File: src/rtl/v_update_arb_pkg.sv
// Shared types and constants for the list-update arbiter.
// Defines the producer count and per-producer FIFO depth, the payload field
// types carried on the update bus, and the upd_t bundle. upd_t is both the
// FIFO entry and the bus payload.
package v_update_arb_pkg;

   localparam int V_UPD_N_PROD     = 4;
   localparam int V_UPD_FIFO_DEPTH = 4;

   localparam int CMD_W  = 2;
   localparam int KEY_W  = 16;
   localparam int SIZE_W = 8;
   localparam int ID_W   = $clog2(V_UPD_N_PROD);

   typedef enum logic [CMD_W-1:0] {
      CMD_INSERT = 2'd0,
      CMD_DELETE = 2'd1,
      CMD_MODIFY = 2'd2,
      CMD_FLUSH  = 2'd3
   } cmd_t;

   typedef logic [KEY_W-1:0]  key_t;
   typedef logic [SIZE_W-1:0] size_t;
   typedef logic [ID_W-1:0]   id_t;

   typedef struct packed {
      cmd_t  cmd;
      key_t  key;
      size_t size;
   } upd_t;

endpackage

File: src/rtl/v_update_arb_fifo.sv
// Single-clock synchronous FIFO of upd_t entries. There is one per producer.
// Ports:
//   clk, rst      clock; asynchronous active-low reset
//   push, pop     write / read strobes. The caller never pushes when full
//                 and never pops when empty.
//   din           entry to write
//   head          oldest entry; valid whenever !empty
//   full, empty   status decoded from the registered occupancy count
module v_update_arb_fifo
   import v_update_arb_pkg::*;
#(
   parameter int DEPTH = V_UPD_FIFO_DEPTH
) (
   input  logic clk,
   input  logic rst,
   input  logic push,
   input  logic pop,
   input  upd_t din,
   output upd_t head,
   output logic full,
   output logic empty
);

   localparam int AW = $clog2(DEPTH);
   localparam logic [AW:0] FULL_CNT = DEPTH[AW:0];

   upd_t          mem [DEPTH];
   logic [AW-1:0] wr_ptr;
   logic [AW-1:0] rd_ptr;
   logic [AW:0]   count;

   // The pointers wrap naturally because DEPTH is a power of two.
   // A push and a pop in the same cycle leave the count unchanged.
   always_ff @(posedge clk or negedge rst) begin
      if (!rst) begin
         wr_ptr <= '0;
         rd_ptr <= '0;
         count  <= '0;
      end else begin
         if (push) wr_ptr <= wr_ptr + 1'b1;
         if (pop)  rd_ptr <= rd_ptr + 1'b1;
         case ({push, pop})
            2'b10:   count <= count + 1'b1;
            2'b01:   count <= count - 1'b1;
            default: count <= count;
         endcase
      end
   end

   // The storage has no reset. Reset empties the FIFO through the pointers
   // and the count, so stale contents are never read.
   always_ff @(posedge clk) begin
      if (push) mem[wr_ptr] <= din;
   end

   assign head  = mem[rd_ptr];
   assign full  = (count == FULL_CNT);
   assign empty = (count == '0);

endmodule

File: src/rtl/v_update_arb.sv
// Upstream feeder of the list-update pipe. Each producer's command is
// buffered in its own FIFO. One command per cycle is selected round-robin
// and driven onto the registered update bus. The bus has no backpressure.
// Ports:
//   clk, rst           clock; asynchronous active-low reset
//   i_prod_vld         per-producer command valid
//   o_prod_rdy         per-producer ready. Derived only from registered
//                      state; it is 0 in reset and in the first cycle
//                      after release.
//   i_prod_cmd/key/size  per-producer payload, flattened producer-major
//   o_upd_vld          update bus valid
//   o_upd_prod_id      producer that originated the current beat
//   o_upd_cmd/key/size payload, passed through unmodified
//   o_idle             all FIFOs empty and no beat on the bus
module v_update_arb
   import v_update_arb_pkg::*;
#(
   parameter int N_PROD     = V_UPD_N_PROD,
   parameter int FIFO_DEPTH = V_UPD_FIFO_DEPTH
) (
   input  logic                     clk,
   input  logic                     rst,
   input  logic [N_PROD-1:0]        i_prod_vld,
   output logic [N_PROD-1:0]        o_prod_rdy,
   input  logic [N_PROD*CMD_W-1:0]  i_prod_cmd,
   input  logic [N_PROD*KEY_W-1:0]  i_prod_key,
   input  logic [N_PROD*SIZE_W-1:0] i_prod_size,
   output logic                     o_upd_vld,
   output logic [ID_W-1:0]          o_upd_prod_id,
   output logic [CMD_W-1:0]         o_upd_cmd,
   output logic [KEY_W-1:0]         o_upd_key,
   output logic [SIZE_W-1:0]        o_upd_size,
   output logic                     o_idle
);

   localparam int SUM_W = ID_W + 1;

   logic [N_PROD-1:0] full;
   logic [N_PROD-1:0] empty;
   logic [N_PROD-1:0] push;
   logic [N_PROD-1:0] pop;
   upd_t              head [N_PROD];

   logic              accept_en;
   id_t               rr_ptr;
   logic              grant;
   id_t               winner;
   id_t               rr_next;
   logic [SUM_W-1:0]  sum;
   id_t               idx;

   assign push = i_prod_vld & o_prod_rdy;

   for (genvar p = 0; p < N_PROD; p++) begin : g_fifo
      upd_t din;
      assign din.cmd  = cmd_t'(i_prod_cmd[p*CMD_W +: CMD_W]);
      assign din.key  = i_prod_key[p*KEY_W +: KEY_W];
      assign din.size = i_prod_size[p*SIZE_W +: SIZE_W];

      v_update_arb_fifo #(.DEPTH(FIFO_DEPTH)) u_fifo (
         .clk   (clk),
         .rst   (rst),
         .push  (push[p]),
         .pop   (pop[p]),
         .din   (din),
         .head  (head[p]),
         .full  (full[p]),
         .empty (empty[p])
      );
   end

   // Ready stays low for one cycle after reset release, so producers that
   // held valid through reset are not accepted on the release edge.
   always_ff @(posedge clk or negedge rst) begin
      if (!rst) accept_en <= 1'b0;
      else      accept_en <= 1'b1;
   end

   assign o_prod_rdy = {N_PROD{accept_en}} & ~full;

   // Rotating-priority select: scan offsets from the high end down, so the
   // non-empty FIFO closest at or after rr_ptr is written last and wins.
   always_comb begin
      grant  = 1'b0;
      winner = '0;
      sum    = '0;
      idx    = '0;
      pop    = '0;
      for (int i = N_PROD - 1; i >= 0; i--) begin
         sum = {1'b0, rr_ptr} + SUM_W'(i);
         if (sum >= SUM_W'(N_PROD)) sum = sum - SUM_W'(N_PROD);
         idx = sum[ID_W-1:0];
         if (!empty[idx]) begin
            grant  = 1'b1;
            winner = idx;
         end
      end
      if (grant) pop[winner] = 1'b1;
      rr_next = (winner == id_t'(N_PROD - 1)) ? '0 : winner + 1'b1;
   end

   // The winner's head is captured into the bus flops on the same edge it
   // is popped. When nothing is granted, valid drops and the payload holds.
   always_ff @(posedge clk or negedge rst) begin
      if (!rst) begin
         rr_ptr        <= '0;
         o_upd_vld     <= 1'b0;
         o_upd_prod_id <= '0;
         o_upd_cmd     <= '0;
         o_upd_key     <= '0;
         o_upd_size    <= '0;
      end else begin
         o_upd_vld <= grant;
         if (grant) begin
            rr_ptr        <= rr_next;
            o_upd_prod_id <= winner;
            o_upd_cmd     <= head[winner].cmd;
            o_upd_key     <= head[winner].key;
            o_upd_size    <= head[winner].size;
         end
      end
   end

   assign o_idle = (&empty) & ~o_upd_vld;

endmodule

File: config.mk
export PLATFORM = sky130hd
export DESIGN_NAME = v_update_arb
export DESIGN_NICKNAME = d
export VERILOG_FILES = /design/src/rtl/v_update_arb_pkg.sv /design/src/rtl/v_update_arb_fifo.sv /design/src/rtl/v_update_arb.sv
export SDC_FILE = /design/constraint.sdc
export NUM_CORES = 1
export LEC_CHECK = 0
export BUFFER_PORTS_ARGS = -buffer_cell sky130_fd_sc_hd__buf_4
export CAP_MARGIN = 25
export CORE_ASPECT_RATIO = 0.7
export CORE_MARGIN = 2
export CORE_UTILIZATION = 35
export CTS_CLUSTER_DIAMETER = 150
export DETAILED_ROUTE_END_ITERATION = 8
export PLACE_DENSITY = 0.58
export SYNTH_ARGS = -nofsm -noshare
export SYNTH_HDL_FRONTEND = slang
export SYNTH_SLANG_ARGS = --single-unit
File: constraint.sdc
create_clock -name clk -period 3.1 [get_ports clk]
set_input_delay 0.155 -clock clk [delete_from_list [all_inputs] [get_ports clk]]
set_output_delay 0.155 -clock clk [all_outputs]
set_load 0.05 [all_outputs]
==> results of run 1 <==
final cells by class:
| type | instances | area share [%] |
|---|---|---|
| tap | 730 | 3.86 |
| sequential | 476 | 59.1 |
| multi-input combinational | 387 | 19.1 |
| clock buffer | 62 | 5.33 |
| timing repair buffer | 294 | 10.6 |
| inverter | 80 | 1.28 |
| clock inverter | 24 | 0.761 |
power groups by stage:
stage / Clock [mW] / Sequential, mW / Combinational, mW
5_1_grt: 5.80 / 8.94 / 8.96
2_1_floorplan: 0 / 9.11 / 5.28
3_3_place_gp: 0 / 8.91 / 8.17
3_5_place_dp: 0 / 8.95 / 8.27
6_report: 5.40 / 8.82 / 8.32
4_1_cts: 5.54 / 8.83 / 8.42
state kept, by name (all words and copies together), names as in the netlist:
register and cells:
o_upd_key 16, o_upd_size 8, o_upd_vld 1, accept_en 1
g_fifo.u_fifo.rd_ptr 8, o_upd_prod_id 2, o_upd_cmd 2, g_fifo.u_fifo.mem 416
g_fifo.u_fifo.count 12, rr_ptr 2, g_fifo.u_fifo.wr_ptr 8
path summary, 6_finish.rpt:
path | from | endpoint | slack [ns] | cells after the start
min in group clk | i_prod_key[25] | g_fifo[1].u_fifo.mem[2][17] | 0.32 | 2
max in group asynchronous | rst | g_fifo[2].u_fifo.rd_ptr[0] | 2.27 | 2
worst max register to register | g_fifo[1].u_fifo.count[2] | g_fifo[3].u_fifo.count[2] | 0.20 | 12
worst min-delay path | rst | o_upd_vld | 0.18 | 2
worst min register to register | g_fifo[2].u_fifo.rd_ptr[1] | g_fifo[2].u_fifo.rd_ptr[1] | 0.48 | 1
worst max-delay path | g_fifo[1].u_fifo.count[2] | g_fifo[3].u_fifo.count[2] | 0.20 | 12
cells in the mapped netlist, drive strengths merged, types with 11 or more instances:
master  instances
a211oi         52
a31oi          55
and3           16
buf            31
clkbuf         28
dfrtp          60
edfxtp        416
ha             21
inv            80
mux4          104
nand2          40
nor2           11
o31ai          26
xnor2          12
xor2           12
worst reg2reg max path: stages (launching register included):
cell	delay, ns
dfrtp_1	0.42
or3_1	0.42
or3_2	0.45
nand3_2	0.16
inv_2	0.12
ha_1	0.21
and2_1	0.17
ha_1	0.24
inv_1	0.07
fa_1	0.17
xor2_1	0.14
nor2_1	0.07
xor2_1	0.14
metrics by stage:
step,instances,cell area (um^2)
floorplan,1002,19100
global placement,1858,21100
detailed placement,1858,21100
CTS,2053,23700
global route,2053,23700
finish,2053,23700
routing by layer:
layer | vias to the layer above | routed length [um] | track usage [%]
met1 | 5353 | 21500 | 24.1
met3 | 59 | 3060 | 3.80
met2 | 282 | 20700 | 24.9
met4 | 2 | 748 | 3.96
li1 | 4571 | - | -
met5 | - | 7 | 0
cells by family after synthesis:
family	synth area share, %
adder cells (fa/ha/maj)	1.80
XOR/XNOR	1.10
other	0.0197
buffers and inverters	3.08
multiplexers	12.4
AND/OR/NAND/NOR	2.20
flip-flops	73.4
AO/OA/AOI/OAI	5.99
repair_timing:
| action | in CTS | in global routing |
|---|---|---|
| hold buffers | 109 | 0 |
| gates resized for setup | 0 | 3 |
| hold endpoints to repair | 484 | 0 |
| setup endpoints to repair | 0 | 4 |
==> metrics.md, run 1 <==
| Metric | Value |
|---|---|
| Initial DRC Count | between 800 and 900 |
| First-pass GRT wire length | 68.2 mm |
| Power share of the clock group | between 20% and 30% |
| Vias per inst | between 5 and 6 |
| Synth warn | 0 |
| Die area | about 56000 um^2 |
| Die height | around 200 um |
| Delay-heaviest family, CP | simple AND/OR/NAND/NOR gates |
| Most frequent cells in the layout | 416 x edfxtp_1, 183 x buf_4, 109 x dlygate4sd3_1 |
| Post-synth top area share | around 66% |
| Clock Path Buffers | 3 |
| Setup TNS | 0 ns |
| Synth-to-Final Area Change | 24.2% |
| Seq. cell area | between 10000 and 15000 um^2 |
| Wire length per cell | 22.4 um |
| Detailed-placement wirelength estimate | ~31 mm |
| Layout cell share with drive strength beyond 1 | 29.7% |
| Hold Slack | between 0.15 and 0.2 ns |
| Worst path required time | about 3.6 ns |
| P_int | approximately 14 mW |
| Net Switching | roughly 8.1 mW |
| Reg clk slew, reported paths | roughly 0.060 ns |
| Worst Skew | roughly 0.014 ns |
| Htree depth | 2 |
| Initial antenna violation count | 1 |
| Hold crit path type | in2async |
| CP max stage delay | about 0.45 ns |
| Ant diodes | 0 |
| Crit-path cells | or3_1, or3_2, nand3_2, inv_2, ha_1, and2_1, ha_1, inv_1, fa_1, xor2_1, nor2_1, xor2_1 |
| Power per Cell Area | between 900 and 1000 nW/um^2 |
| Routability cong. | 0.817 |
| Area leader, netlist | edfxtp_1 |
| Port Buffers | approximately 140 |
| Post-Place Setup Slack | 0.102 ns |
| Fill cell count | 4728 |
| Clock Latency Late Sink | between 0.5 and 0.6 ns |
| Clock sinks | between 400 and 500 |
| Syn Nets | between 1000 and 1500 |
| Global-route usage over all layers | roughly 16% |
| Rel. slew slack | between 40% and 50% |
| Post-route ant nets | 0 |
| Die width | 283 um |
| Synth area leaders | edfxtp_1 66%, mux4_2 12%, dfrtp_1 7.9% |
| Worst setup margin | a little over 0.2 ns |
| Outcome | finished clean |
| Sw frac | 36.0% |
| Comb pwr share | roughly 37% |
| Post-synth ARST share | about an eighth |
| Worst EP arrival | roughly 3.4 ns |
| Post-synthesis sequential area ratio | roughly three quarters |
| Postcts setup bufs | 0 |
| Initial core utilization | between 30% and 40% |
| Final min period | approximately 2.9 ns |
| Final Power | between 20 and 25 mW |
| Max Cap Viol | 0 |
| CTS tree | done |
| Crit path max fanout | 5 |
| Hold Fails Final Rpt | 0 |
| Sequential power share | about two fifths |
| Number of flops mapped to enable cells by yosys | about 420 |
| Setup crit end kind | flip-flop |
| Via count | 10300 |
| DRC Markers | 0 |
| Synth Cell Area | between 15000 and 20000 um^2 |
| Leakage | approximately 8.3 nW |
| Post-synthesis cell count | around 1000 |
| Commonest register cell after synthesis | edfxtp_1 |
| Worst Setup Start Kind | flip-flop |
| Area of the multi-input gates | 4510 um^2 |
| CTS Root Cell | clkbuf_16 |
| FP Rows | around 70 |
| Vias in the first global route | 10500 |
| Final wirelength | approximately 46 mm |
| Detailed Routing Iterations Pass 1 | 5 |
| Global route overflow | 0 |
| FF+latch count, synth | roughly 480 |
| Largest net degree at the start of global routing | 61 |
| RSZ-0062 raised after global routing | no |
| Fmax | between 0.3 and 0.4 GHz |
| CP Class | reg2reg |
| Netlist cell types | 39 |
| Commonest non-fill, non-tap cell in the layout | edfxtp_1 |
| Syn_area_per_cell | 19.0 um^2 |
| Num ports | between 100 and 150 |
| CTS Buf Count | between 40 and 50 |
| Core footprint | around 54000 um^2 |
| Critical path's slowest cell | or3_2 |
| Tightest Pin Transition | slightly below 0.9 ns |
| Worst vdd ir | 0.000737 V |
| Layout Utilization | 44.1% |
| Max Slew Vio Count | 0 |
| Endpoints failing setup | 0 |
| Final net count | 1420 |
| CP bufs+invs | 2 |
| Fin crit share | between 90 and 100% |
Power figures use the tool's default switching activity.
==> run 2: changes to the inputs <==
- CORE_ASPECT_RATIO: 0.7 -> default
==> run 2 against run 1 <==
Effect of this change:
- cell area up 0.51%
- register-to-register slack better by 0.04 ns
- combinational power up 2.5%
- critical path depth unchanged
- via count down 0.13%
- count of clock-buffer cells in the layout unchanged
- critical endpoint unchanged
- largest cell class unchanged
- largest power group unchanged
==> metrics.md, run 2 (same netlist as run 1, synthesis figures left out) <==
| Metric | Value |
|---|---|
| Area of the multi-input gates | 4510 um^2 (unchanged) |
| Worst Setup Start Kind | flip-flop |
| Layout cell share with drive strength beyond 1 | 30.3% (+0.63 points) |
| Synth-to-Final Area Change | 24.9% |
| Detailed-placement wirelength estimate | 29.8 mm (-4.2%) |
| Port Buffers | 143 (unchanged) |
| Worst path required time | 3.56 ns (about the same) |
| Global-route usage over all layers | 16.4% (-0.051 points) |
| Die height | 237 um (+19%) |
| Clock Latency Late Sink | 0.59 ns (about the same) |
| Outcome | finished clean |
| Endpoints failing setup | 0 (unchanged) |
| Largest net degree at the start of global routing | 61 (unchanged) |
| Htree depth | 2 (unchanged) |
| Max Cap Viol | 0 (unchanged) |
| Highest Signal Layer | met4 |
| Wire length on met1 | 20.0 mm (-6.8%) |
| Hold Fails Final Rpt | 0 (unchanged) |
| Crit path max fanout | 5 (unchanged) |
| RSZ-0062 raised after global routing | no |
| Final min period | 2.86 ns (-0.0401 ns) |
| CTS Root Cell | clkbuf_16 |
| CTS Buf Count | 50 (+8.7%) |
| Initial antenna violation count | 1 (unchanged) |
| Vias per inst | 5.08 (+1.6%) |
| Post-route ant nets | 0 (unchanged) |
| Biggest register | g_fifo.u_fifo.mem |
| Hold Slack | 0.212 ns (+0.0279 ns) |
| Max Slew Vio Count | 0 (unchanged) |
| Fill cell count | 4707 (-0.44%) |
| Setup crit end kind | flip-flop |
| Detailed Routing Iterations Pass 1 | 4 (-1) |
| Num ports | 144 (unchanged) |
| Tightest Pin Transition | 0.855 ns (-0.0131 ns) |
| Commonest non-fill, non-tap cell in the layout | edfxtp_1 |
| Die width | 237 um (-16%) |
| Vias in the first global route | 10500 (+0.038%) |
| Post-route cell area | 23800 um^2 (+0.51%) |
| Postcts setup bufs | 0 (unchanged) |
| Final std cells w/o fill | 2019 (-1.7%) |
| Rel. slew slack | 43.0% (+1.1 points) |
| Via count | 10300 (-0.13%) |
| Die area | 56300 um^2 (about the same) |
| Placed Area | 21100 um^2 (-0.32%) |
| Reg clk slew, reported paths | 0.06 ns (about the same) |
| Fmax | 0.350 GHz (+1.4%) |
| Metal2 WL | 22.1 mm (+6.5%) |
| Clock sinks | 476 (unchanged) |
| Hold crit path type | in2async |
| Worst Skew | 0.0313 ns (+0.0171 ns) |
| Register-to-register setup slack | 0.24 ns (+0.04 ns) |
| Dpl cells | 1819 (-2.1%) |
| Flip-flop count of the largest register after layout | 416 (unchanged) |
| FP Rows | 85 (+20%) |
| Post-Place Setup Slack | 0.185 ns (+0.0823 ns) |
| Routability cong. | 0.794 (-2.8%) |
| Largest registers | g_fifo.u_fifo.mem (416), o_upd_key (16), g_fifo.u_fifo.count (12) |
| Initial core utilization | 35.4% (-0.045 points) |
| Final wirelength | 46.0 mm (-0.12%) |
| Seq. cell area | 14000 um^2 (unchanged) |
| Final Power | 23.1 mW (+2.5%) |
| Worst vdd ir | 0.000655 V (-11%) |
| Worst setup margin | 0.245 ns (+0.0401 ns) |
| Clock Path Buffers | 3 (unchanged) |
| CP Class | reg2reg |
| Core footprint | 53800 um^2 (+0.13%) |
| Layout Utilization | 44.2% (+0.17 points) |
| Initial DRC Count | 937 (+4.6%) |
| First-pass GRT wire length | 67.7 mm (-0.66%) |
| Power per Cell Area | 971 nW/um^2 (+2.0%) |
| Leakage | 8.36 nW (+0.65%) |
| DRC Markers | 0 (unchanged) |
| Most frequent cells in the layout | 416 x edfxtp_1, 177 x buf_4, 109 x dlygate4sd3_1 |
| Fin crit share | 92.1% (-1.3 points) |
| Metal3 WL | 2.92 mm (-4.6%) |
| Worst EP arrival | 3.31 ns (-0.05 ns) |
| Final net count | 1419 (-0.070%) |
| CTS tree | done |
| Global route overflow | 0 (unchanged) |
| Wire length per cell | 22.8 um (+1.6%) |
| Setup TNS | 0 ns (unchanged) |
==> run 2: area by class of cell <==
class | count | area share (%)
Antenna cell | 1 | 0.0105
Clock buffer | 62 | 5.45
Clock inverter | 28 | 1.41
Inverter | 80 | 1.26
Multi-Input combinational cell | 387 | 19.0
Sequential cell | 476 | 58.8
Tap cell | 696 | 3.66
Timing Repair Buffer | 289 | 10.4
==> run 2: worst paths after layout <==
kind / to / cells past startpoint / start
max: g_fifo[3].u_fifo.count[2] / 12 / g_fifo[1].u_fifo.count[2]
min: o_upd_vld / 2 / rst
max reg2reg: g_fifo[3].u_fifo.count[2] / 12 / g_fifo[1].u_fifo.count[2]
min reg2reg: o_upd_key[9] / 2 / o_upd_key[9]
max in group asynchronous: g_fifo[3].u_fifo.rd_ptr[0] / 2 / rst
min in group clk: g_fifo[1].u_fifo.mem[3][13] / 2 / i_prod_key[21]
==> run 2: report_power, final <==
group | internal [mW] | total [mW] | switching [mW]
Sequential | 8.04 | 8.60 | 0.555
Combinational | 3.34 | 8.53 | 5.19
Clock | 3.49 | 5.98 | 2.49
==> run 2: what timing repair did <==
item	CTS	global route
hold endpoints to repair	482	0
setup endpoints to repair	0	3
hold buffers	109	0
resized for setup	0	2
==> run 2: metal layers <==
layer	global-route usage, %	vias to the layer above
met4	4.48	0
met1	22.6	5318
li1	-	4564
met5	0	-
met2	26.5	314
met3	3.67	58
==> run 2: worst max-delay path, stage by stage (launching register included) <==
cell,delay [ns]
dfrtp_1,0.41
or3_1,0.43
or3_2,0.46
nand3_2,0.15
inv_2,0.10
ha_1,0.19
and2_1,0.18
ha_1,0.23
inv_1,0.07
fa_1,0.17
xor2_1,0.15
nor2_1,0.06
xor2_1,0.14
